===== config.mk =====
export PLATFORM = sky130hd
export DESIGN_NAME = umips_fetch_queue
export DESIGN_NICKNAME = d
export VERILOG_FILES = /design/src/rtl/umips_fetch_queue.sv
export SDC_FILE = /design/constraint.sdc
export NUM_CORES = 1
export LEC_CHECK = 0
export CAP_MARGIN = 0
export CORE_MARGIN = 2
export CORE_UTILIZATION = 40
export DETAILED_ROUTE_END_ITERATION = 12
export PLACE_DENSITY = 0.64
export SETUP_SLACK_MARGIN = 0.1
export SLEW_MARGIN = 5
export SYNTH_ARGS = -nofsm -noshare
export SYNTH_HDL_FRONTEND = slang
export SYNTH_SLANG_ARGS = --single-unit

===== constraint.sdc =====
create_clock -name clk -period 7.8 [get_ports clk]
set_input_delay 2.34 -clock clk [delete_from_list [all_inputs] [get_ports clk]]
set_output_delay 2.34 -clock clk [all_outputs]
set_load 0.01 [all_outputs]

===== src/rtl/umips_fetch_queue.sv =====
// Instruction-fetch front end: fetch-PC generator, in-order variable-latency imem port and prefetch queue.
// Optional macro UMIPS_FETCH_BYPASS_EN forwards a response straight to decode when the queue is empty.
module umips_fetch_queue #(
    parameter int                DATA_W   = 32,
    parameter int                ADDR_W   = 32,
    parameter int                DEPTH    = 4,
    parameter logic [ADDR_W-1:0] RESET_PC = '0
) (
    input  logic              clk,
    input  logic              rst,
    input  logic              redirect,
    input  logic [ADDR_W-1:0] redirect_pc,
    output logic              imem_req,
    output logic [ADDR_W-1:0] imem_addr,
    input  logic              imem_ready,
    input  logic              imem_rvalid,
    input  logic [DATA_W-1:0] imem_rdata,
    output logic              inst_valid,
    input  logic              inst_ready,
    output logic [DATA_W-1:0] inst,
    output logic [ADDR_W-1:0] pc_plus_4
);

    localparam int PTR_W = $clog2(DEPTH);
    localparam int CNT_W = PTR_W + 1;

    logic [ADDR_W-1:0] fetch_pc_q, fetch_pc_d;
    logic [ADDR_W-1:0] resp_pc_q, resp_pc_d;
    logic [PTR_W-1:0]  rd_ptr_q, rd_ptr_d;
    logic [PTR_W-1:0]  wr_ptr_q, wr_ptr_d;
    logic [CNT_W-1:0]  count_q, count_d;
    logic [CNT_W-1:0]  outstanding_q, outstanding_d;
    logic [CNT_W-1:0]  drop_q, drop_d;
    logic [DATA_W-1:0] inst_mem_q [0:DEPTH-1];
    logic [DATA_W-1:0] inst_mem_d [0:DEPTH-1];
    logic [ADDR_W-1:0] pcp4_mem_q [0:DEPTH-1];
    logic [ADDR_W-1:0] pcp4_mem_d [0:DEPTH-1];

    logic [CNT_W:0]    inflight;
    logic [ADDR_W-1:0] resp_pc_plus_4;
    logic [ADDR_W-1:0] target_pc;
    logic              xfer;
    logic              resp_drop;
    logic              resp_accept;
    logic              bypass_hit;
    logic              pop;
    logic              queue_pop;
    logic              push;

    always_comb begin
        inflight       = {1'b0, count_q} + {1'b0, outstanding_q};
        imem_req       = rst & ~redirect & (inflight < (CNT_W+1)'(DEPTH));
        imem_addr      = fetch_pc_q;
        xfer           = imem_req & imem_ready;
        resp_drop      = imem_rvalid & (drop_q != '0);
        resp_accept    = imem_rvalid & (drop_q == '0) & ~redirect;
        resp_pc_plus_4 = resp_pc_q + ADDR_W'(4);
        target_pc      = redirect_pc & ~ADDR_W'(3);

        inst       = inst_mem_q[rd_ptr_q];
        pc_plus_4  = pcp4_mem_q[rd_ptr_q];
        inst_valid = rst & (count_q != '0);
        bypass_hit = 1'b0;
`ifdef UMIPS_FETCH_BYPASS_EN
        bypass_hit = rst & resp_accept & (count_q == '0);
        if (bypass_hit) begin
            inst_valid = 1'b1;
            inst       = imem_rdata;
            pc_plus_4  = resp_pc_plus_4;
        end
`endif
        pop       = inst_valid & inst_ready & ~redirect;
        queue_pop = pop & ~bypass_hit;
        // A forwarded response that decode takes never occupies a slot.
        push      = resp_accept & ~(bypass_hit & inst_ready);

        inst_mem_d = inst_mem_q;
        pcp4_mem_d = pcp4_mem_q;
        if (push) begin
            inst_mem_d[wr_ptr_q] = imem_rdata;
            pcp4_mem_d[wr_ptr_q] = resp_pc_plus_4;
        end

        fetch_pc_d    = xfer ? fetch_pc_q + ADDR_W'(4) : fetch_pc_q;
        resp_pc_d     = resp_accept ? resp_pc_plus_4 : resp_pc_q;
        outstanding_d = outstanding_q + CNT_W'(xfer) - CNT_W'(imem_rvalid);
        drop_d        = drop_q - CNT_W'(resp_drop);
        wr_ptr_d      = wr_ptr_q + PTR_W'(push);
        rd_ptr_d      = rd_ptr_q + PTR_W'(queue_pop);
        count_d       = count_q + CNT_W'(push) - CNT_W'(queue_pop);

        // Everything still in flight when the redirect lands is stale.
        if (redirect) begin
            count_d    = '0;
            rd_ptr_d   = wr_ptr_q;
            drop_d     = outstanding_d;
            fetch_pc_d = target_pc;
            resp_pc_d  = target_pc;
        end
    end

    always_ff @(posedge clk) begin
        if (!rst) begin
            fetch_pc_q    <= RESET_PC;
            resp_pc_q     <= RESET_PC;
            rd_ptr_q      <= '0;
            wr_ptr_q      <= '0;
            count_q       <= '0;
            outstanding_q <= '0;
            drop_q        <= '0;
            inst_mem_q    <= '{default: '0};
            pcp4_mem_q    <= '{default: '0};
        end else begin
            fetch_pc_q    <= fetch_pc_d;
            resp_pc_q     <= resp_pc_d;
            rd_ptr_q      <= rd_ptr_d;
            wr_ptr_q      <= wr_ptr_d;
            count_q       <= count_d;
            outstanding_q <= outstanding_d;
            drop_q        <= drop_d;
            inst_mem_q    <= inst_mem_d;
            pcp4_mem_q    <= pcp4_mem_d;
        end
    end

endmodule


==> results by group, run 1 <==
Global routing
  • All-Layer GR Usage: 20.51%
  • Initial antenna violation count: 0
  • First-pass GRT wire length: 61430 um
  • Largest net degree at the start of global routing: 105
  • GRT Residual Overflow: 0
  • Vias in the first global route: approximately 12000

Clock network
  • Htree depth: 2
  • CTS tree: done
  • Clock Sinks: 321
  • Setup Buffers After CTS: 0
  • Resize count post-CTS: 0
  • Worst skew pair latency: ~530 ps
  • CTS Hold Bufs: 0
  • Clock Pin Slew Worst Setup and Hold Paths: around 50 ps
  • CTS Root Cell: clkbuf_16
  • Clock Tree Buf Depth: 3
  • CTS Buf Count: 36

Die
  • Cell Rows: 69
  • DIE AREA: 37120 sq um
  • Initial Util: around two fifths
  • IO Count: between 150 and 200
  • Die Ht: 192.7 um
  • Core ar.: 35310 sq um
  • Floorplan die width: 192.7 um

Route
  • # DRC: 0
  • Wire length per cell: 17.77 um
  • Starting DRT DRC Count: 791
  • Routed WL: 38820 um
  • Initial DRT Pass Iterations: 6
  • Post-route ant nets: 0
  • DR vias: 12140
  • Drt via density: 5.554

Layout
  • Multi-input logic area: ~7000 sq um
  • Filler cells: 3293
  • Util after Layout: 48.62%
  • Fraction of layout cells with a size suffix above 1: approximately a tenth
  • FF/Latch Area: 6434 sq um
  • Area Growth Syn to Fin: 20.59%
  • Number of diodes: 0
  • Nets: roughly 1800

Critical path
  • Top cell by count, worst path: clkdlybuf4s50_1
  • Startpoint types: input pin
  • Crit path max fanout: 2
  • Worst setup EP type: primary output
  • CP arrival: 3750 ps
  • Cell breakdown of the critical path: clkdlybuf4s50_1 -> inv_2 -> nand2_1 -> nor3b_1 -> clkdlybuf4s50_1
  • CP top delay family: buffers and inverters
  • Critical path class: input pin to primary output
  • Slowest CP cell: clkdlybuf4s50_1
  • Bufs and invs on worst path: 3
  • Worst stage delay on the critical path: 590 ps
  • Worst endpoint required time: approximately 5500 ps

Pwr
  • Max VDD drop: 0.1743 mV
  • Internal power: 0.002944 W
  • Net Switching: 0.001019 W
  • Comb power frac: 12.4%
  • Clock Power Share: 42.5%
  • Power Dens Cells: 230.9 nW/um^2
  • Flop pwr share: between 40% and 50%
  • Leak pwr: between 5 and 6 nW
  • Net Sw Frac: 25.72%

Timing
  • Slew margin rel.: 27.63%
  • Final Hold Fails: 0
  • Fin Setup TNS: 0 ps
  • Final setup fails: 0
  • RSZ-0062 raised after global routing: no
  • Minimum clock period after layout: 6093 ps
  • Clock Skews: 20.85 ps
  • Worst hold slack: 448.2 ps
  • Final Max Tran Viols: 0
  • Worst Tran Pin Value: 1085 ps
  • Final worst-path cycle share: 78.11%
  • Peak Freq: around 160 MHz

Logic synthesis
  • Synth warn: 0
  • Synthesized cell area: 14240 sq um
  • Netlist cell types: 59
  • Ys flop type: dfxtp_1
  • Avg Cell Area, Syn: 8.772 sq um
  • Yosys reg bits: 321
  • Number of synthesized flops with an enable pin: 0
  • Seq/Total Area, Yosys: 45.14%
  • FFs w/ async S/R, synth: 0%
  • Synth Instances: 1623

Hold path
  • Min-delay worst type: register to register

Run
  • Number of max-cap violations: 0

Placement
  • HPWL after DPL: 23810 um
  • IO buf count: 161
  • GP Congestion: about 0.86

Run status
  • Status: finished clean
## registers in the layout, summed over array words and instances, names as in the netlist
register / flops
inst_mem_q: 128
rd_ptr_q: 2
wr_ptr_q: 2
drop_q: 3
count_q: 3
resp_pc_q: 30
pcp4_mem_q: 120
imem_addr: 30
outstanding_q: 3
## stage by stage
| stage | area (sq um) | total power (W) | cells | setup slack, ps |
|---|---|---|---|---|
| floorplan | 14250 | 0.002095 | 1626 | 1874 |
| global placement | 16010 | 0.002305 | 2127 | 1707 |
| detailed placement | 16010 | 0.002314 | 2127 | 1715 |
| CTS | 17170 | 0.003998 | 2185 | 1695 |
| global route | 17170 | 0.004114 | 2185 | 1613 |
| finish | 17170 | 0.003964 | 2185 | 1707 |
## final cells by class
type / instances / share of cell area, %
clock inverter: 13 / 1.028
multi-input combinational: 1143 / 41.68
tap: 461 / 3.360
inverter: 21 / 0.4883
sequential: 321 / 37.47
timing repair buffer: 181 / 10.23
clock buffer: 45 / 5.735
## logic make-up after synthesis
logic type / synth area share (%)
simple gates: 17.14
buf+inv: 4.833
other cells: 0.02634
compound gates: 17.27
mux: 10.26
fa+ha+maj: 1.336
flops: 45.14
xor+xnor: 3.999
## layout by cell type, fill, tap and decap left out, types with 10 or more instances in the layout
| cell type | count |
|---|---|
| a211oi_1 | 39 |
| a21oi_1 | 261 |
| a31oi_1 | 10 |
| and2_1 | 15 |
| and3_1 | 10 |
| buf_4 | 20 |
| clkbuf_16 | 36 |
| clkdlybuf4s50_1 | 160 |
| dfxtp_1 | 319 |
| ha_1 | 12 |
| inv_1 | 17 |
| mux4_2 | 62 |
| nand2_1 | 309 |
| nand3_1 | 48 |
| nand4_1 | 33 |
| nor2_1 | 74 |
| nor3_1 | 15 |
| o21ai_0 | 58 |
| o21ai_1 | 59 |
| xnor2_1 | 25 |
| xor2_1 | 40 |
## power groups by stage
stage               Combinational [W]  Clock [W]  Sequential (W)
finish                       0.000491    0.00168         0.00179
global route                 0.000537    0.00178         0.00180
CTS                          0.000494    0.00172         0.00179
detailed placement           0.000492          0         0.00182
global placement             0.000485          0         0.00182
floorplan                    0.000301          0         0.00179
## routing by layer
layer,GRT usage [%],vias up,wire [um]
li1,-,5889,-
met3,3.128,56,2337
met4,5.696,0,723
met1,29.08,5819,18070
met5,0,-,0
met2,32.41,371,17690
## cells in the mapped netlist, types with 2 or more instances
| cell type | number | area [sq um] |
|---|---|---|
| and3_1 | 12 | 75.07 |
| nand4_1 | 33 | 206.5 |
| o21ai_1 | 59 | 295.3 |
| a2bb2oi_1 | 4 | 35.03 |
| nor3_1 | 16 | 80.08 |
| o211ai_1 | 4 | 30.03 |
| clkbuf_1 | 88 | 330.3 |
| nor3_2 | 3 | 30.03 |
| nor4_1 | 4 | 25.02 |
| o21ai_0 | 58 | 290.3 |
| inv_1 | 18 | 67.56 |
| a22oi_1 | 2 | 15.01 |
| a311oi_1 | 2 | 17.52 |
| buf_4 | 5 | 37.54 |
| ha_1 | 12 | 150.1 |
| or4_1 | 5 | 37.54 |
| or3_1 | 6 | 37.54 |
| a211oi_1 | 39 | 292.8 |
| a32oi_1 | 3 | 26.28 |
| nor2_1 | 74 | 277.8 |
| nor4_4 | 3 | 63.81 |
| dfxtp_1 | 321 | 6426 |
| a31oi_1 | 10 | 62.56 |
| inv_2 | 3 | 11.26 |
| mux4_2 | 62 | 1396 |
| xnor2_1 | 25 | 219.0 |
| o311ai_0 | 2 | 17.52 |
| mux2i_1 | 2 | 20.02 |
| xor2_1 | 40 | 350.3 |
| nand3_1 | 48 | 240.2 |
| buf_2 | 42 | 210.2 |
| and2_1 | 15 | 93.84 |
| a41oi_1 | 3 | 26.28 |
| fa_1 | 2 | 40.04 |
| mux2_2 | 3 | 33.78 |
| a21oi_1 | 261 | 1306 |
| nand2_1 | 309 | 1160 |
| buf_1 | 4 | 15.01 |
## worst paths after layout
path	start	endpoint	slack [ps]	depth (start not counted)
setup / recovery	redirect	imem_req	1710	5
hold / removal	inst_mem_q[48]	inst_mem_q[48]	450	2
setup reg to reg	count_q[1]	drop_q[2]	4520	13
hold reg to reg	inst_mem_q[48]	inst_mem_q[48]	450	2
## worst min-delay path, stage by stage (launching register included)
cell and delay, ps:
dfxtp_1 300, nand2_1 50, a21oi_1 50
Note: power is estimated with default switching activity, not from simulation.
==> run 2, diff against run 1 <==
--- a/config.mk
+++ b/config.mk
@@ -9,7 +9,7 @@
 export CORE_MARGIN = 2
 export CORE_UTILIZATION = 40
 export DETAILED_ROUTE_END_ITERATION = 12
-export PLACE_DENSITY = 0.64
+export PLACE_DENSITY = 0.67
 export SETUP_SLACK_MARGIN = 0.1
 export SLEW_MARGIN = 5
 export SYNTH_ARGS = -nofsm -noshare
==> constraint.sdc (replaced) <==
create_clock -name clk -period 5.3 [get_ports clk]
set_input_delay 1.59 -clock clk [delete_from_list [all_inputs] [get_ports clk]]
set_output_delay 1.59 -clock clk [all_outputs]
set_load 0.01 [all_outputs]
==> run 2 against run 1 <==
Compared with the run above:
- via count is 0.16% lower
- final area is 0.71% higher
- worst setup slack worse by 970 ps
- register-to-register slack worse by 2000 ps
- largest power group unchanged
- highest routed layer unchanged
- clock-buffer cell count is 5 higher
- global-route usage is 0.060 points lower
- first-iteration DRC count is 18% higher
- sequential share of layout area is 0.26 points lower
- cell count is 0.55% higher
- largest cell class unchanged
- die area stayed put
- critical path depth stayed put
==> results by group, run 2 (synthesis gave the netlist of run 1 again) <==
Timing
  • RSZ-0062 raised after global routing: no
  • Final Hold Fails: 0
  • Slew margin rel.: roughly 28%
  • Minimum clock period after layout: 4563 ps
  • Peak Freq: 219.2 MHz
  • Final setup fails: 0
  • Final Max Tran Viols: 0
  • Worst hold slack: 448.5 ps
  • Fin Setup TNS: 0 ps
  • Clock Skews: 18.09 ps
  • Worst Tran Pin Value: 1075 ps
  • Final worst-path cycle share: 86.09%

Clock network
  • Worst skew pair latency: 530 ps
  • CTS Hold Bufs: 0
  • Clock Tree Buf Depth: 3
  • Setup Buffers After CTS: 0
  • Clock Pin Slew Worst Setup and Hold Paths: roughly 60 ps
  • CTS tree: done
  • Clock Sinks: 321
  • CTS Buf Count: 36
  • Resize count post-CTS: 0
  • Htree depth: 2
  • CTS Root Cell: clkbuf_16

Die
  • Floorplan die width: between 150 and 200 um
  • Core ar.: 35310 sq um
  • Cell Rows: 69
  • IO Count: 168
  • DIE AREA: roughly 37000 sq um
  • Initial Util: 40.32%
  • Die Ht: 192.7 um

Critical path
  • Cell breakdown of the critical path: clkdlybuf4s50_1 -> inv_2 -> nand2_1 -> nor3b_1 -> clkdlybuf4s50_1
  • Worst setup EP type: primary output
  • CP arrival: 2970 ps
  • Bufs and invs on worst path: 3
  • Crit path max fanout: 2
  • Top cell by count, worst path: clkdlybuf4s50_1
  • Worst stage delay on the critical path: 590 ps
  • Critical path class: input pin to primary output
  • Worst endpoint required time: between 3000 and 4000 ps
  • Slowest CP cell: clkdlybuf4s50_1
  • Reg2Reg Launch Point: count_q[1]
  • CP top delay family: buffers and inverters
  • Crit path from: redirect
  • Startpoint types: input pin

Route
  • DR vias: 12120
  • Wire length per cell: 17.57 um
  • Post-route ant nets: 0
  • Starting DRT DRC Count: ~940
  • Drt via density: 5.515
  • Routed WL: 38610 um
  • # DRC: 0
  • Initial DRT Pass Iterations: 5

Global routing
  • Initial antenna violation count: 0
  • Vias in the first global route: 11540
  • All-Layer GR Usage: 20.45%
  • Largest net degree at the start of global routing: roughly 110
  • GRT Residual Overflow: 0
  • First-pass GRT wire length: 61020 um

Hold path
  • Beginning of the worst hold path: inst_mem_q[76]
  • Min-delay worst type: register to register

Layout
  • Largest regs: inst_mem_q: 128 flops, pcp4_mem_q: 120 flops
  • Area Growth Syn to Fin: 21.44%
  • Largest register FFs: 128
  • Reg with most FFs: inst_mem_q
  • Most common cell after layout, fill and taps aside: dfxtp_1
  • Fraction of layout cells with a size suffix above 1: 10.02%
  • Number of diodes: 0
  • Commonest cells after routing, fill and taps aside: dfxtp_1, nand2_1, a21oi_1
  • Nets: 1792

Placement
  • HPWL after DPL: 23810 um
  • GP Congestion: between 0.8 and 0.9
  • IO buf count: 161

Pwr
  • Leak pwr: between 5 and 6 nW
  • Max VDD drop: ~0.24 mV
  • Power Total: 0.005869 W
  • Power Dens Cells: 339.4 nW/um^2

Run
  • Number of max-cap violations: 0

Run status
  • Status: finished clean
## run 2: cell types whose count changed in the layout (fill, tap and decap cells not counted)
cell       delta
clkbuf_8      +3
clkbuf_16     +1
inv_16        -1
bufinv_16     -1
clkbuf_1      +1
buf_12        +4
inv_6         +2
clkinv_8      -1
clkinv_2      +4
## run 2: area by class of cell
class                   count  area [sq um]
fillers                  3264         18020
multi-input cells        1143          7157
flip-flops and latches    321          6434
repair buffers            185          1837
clock buffers              50          1055
well taps                 461         576.8
clock inverters            16         147.6
inverters                  21         83.83
## run 2: final timing paths
check,end,slack [ps],depth (start not counted)
setup / recovery,imem_req,740,5
hold / removal,inst_mem_q[76],450,2
setup reg to reg,drop_q[2],2490,12
hold reg to reg,inst_mem_q[76],450,2
## run 2: where the power goes
part	internal [W]	leakage, nW	switching [W]	total [W]
sequential	0.00252	2.61	0.000110	0.00263
clock	0.00150	0.601	0.00101	0.00251
combinational	0.000348	2.53	0.000381	0.000729
## run 2: metal layers
layer	GRT usage, %	wire (um)
met1	28.81	17720
met2	32.34	17630
met3	3.164	2464
met4	6.019	798
met5	0	0
## run 2: per-stage QoR
stage                     utilization (%)  worst slack [ps]  std cells  area, sq um
after global routing                48.97             681.5       2197        17290
after global placement              45.56             692.8       2131        16090
final                               48.97             737.0       2197        17290
after detailed placement            45.56             631.5       2131        16090
after CTS                           48.97             758.8       2197        17290
after floorplan                         -             873.9       1626        14250
## run 2: worst min-delay path, cell delays in order, from the launching register on
cell	delay, ps
dfxtp_1	300
nand2_1	50
a21oi_1	50
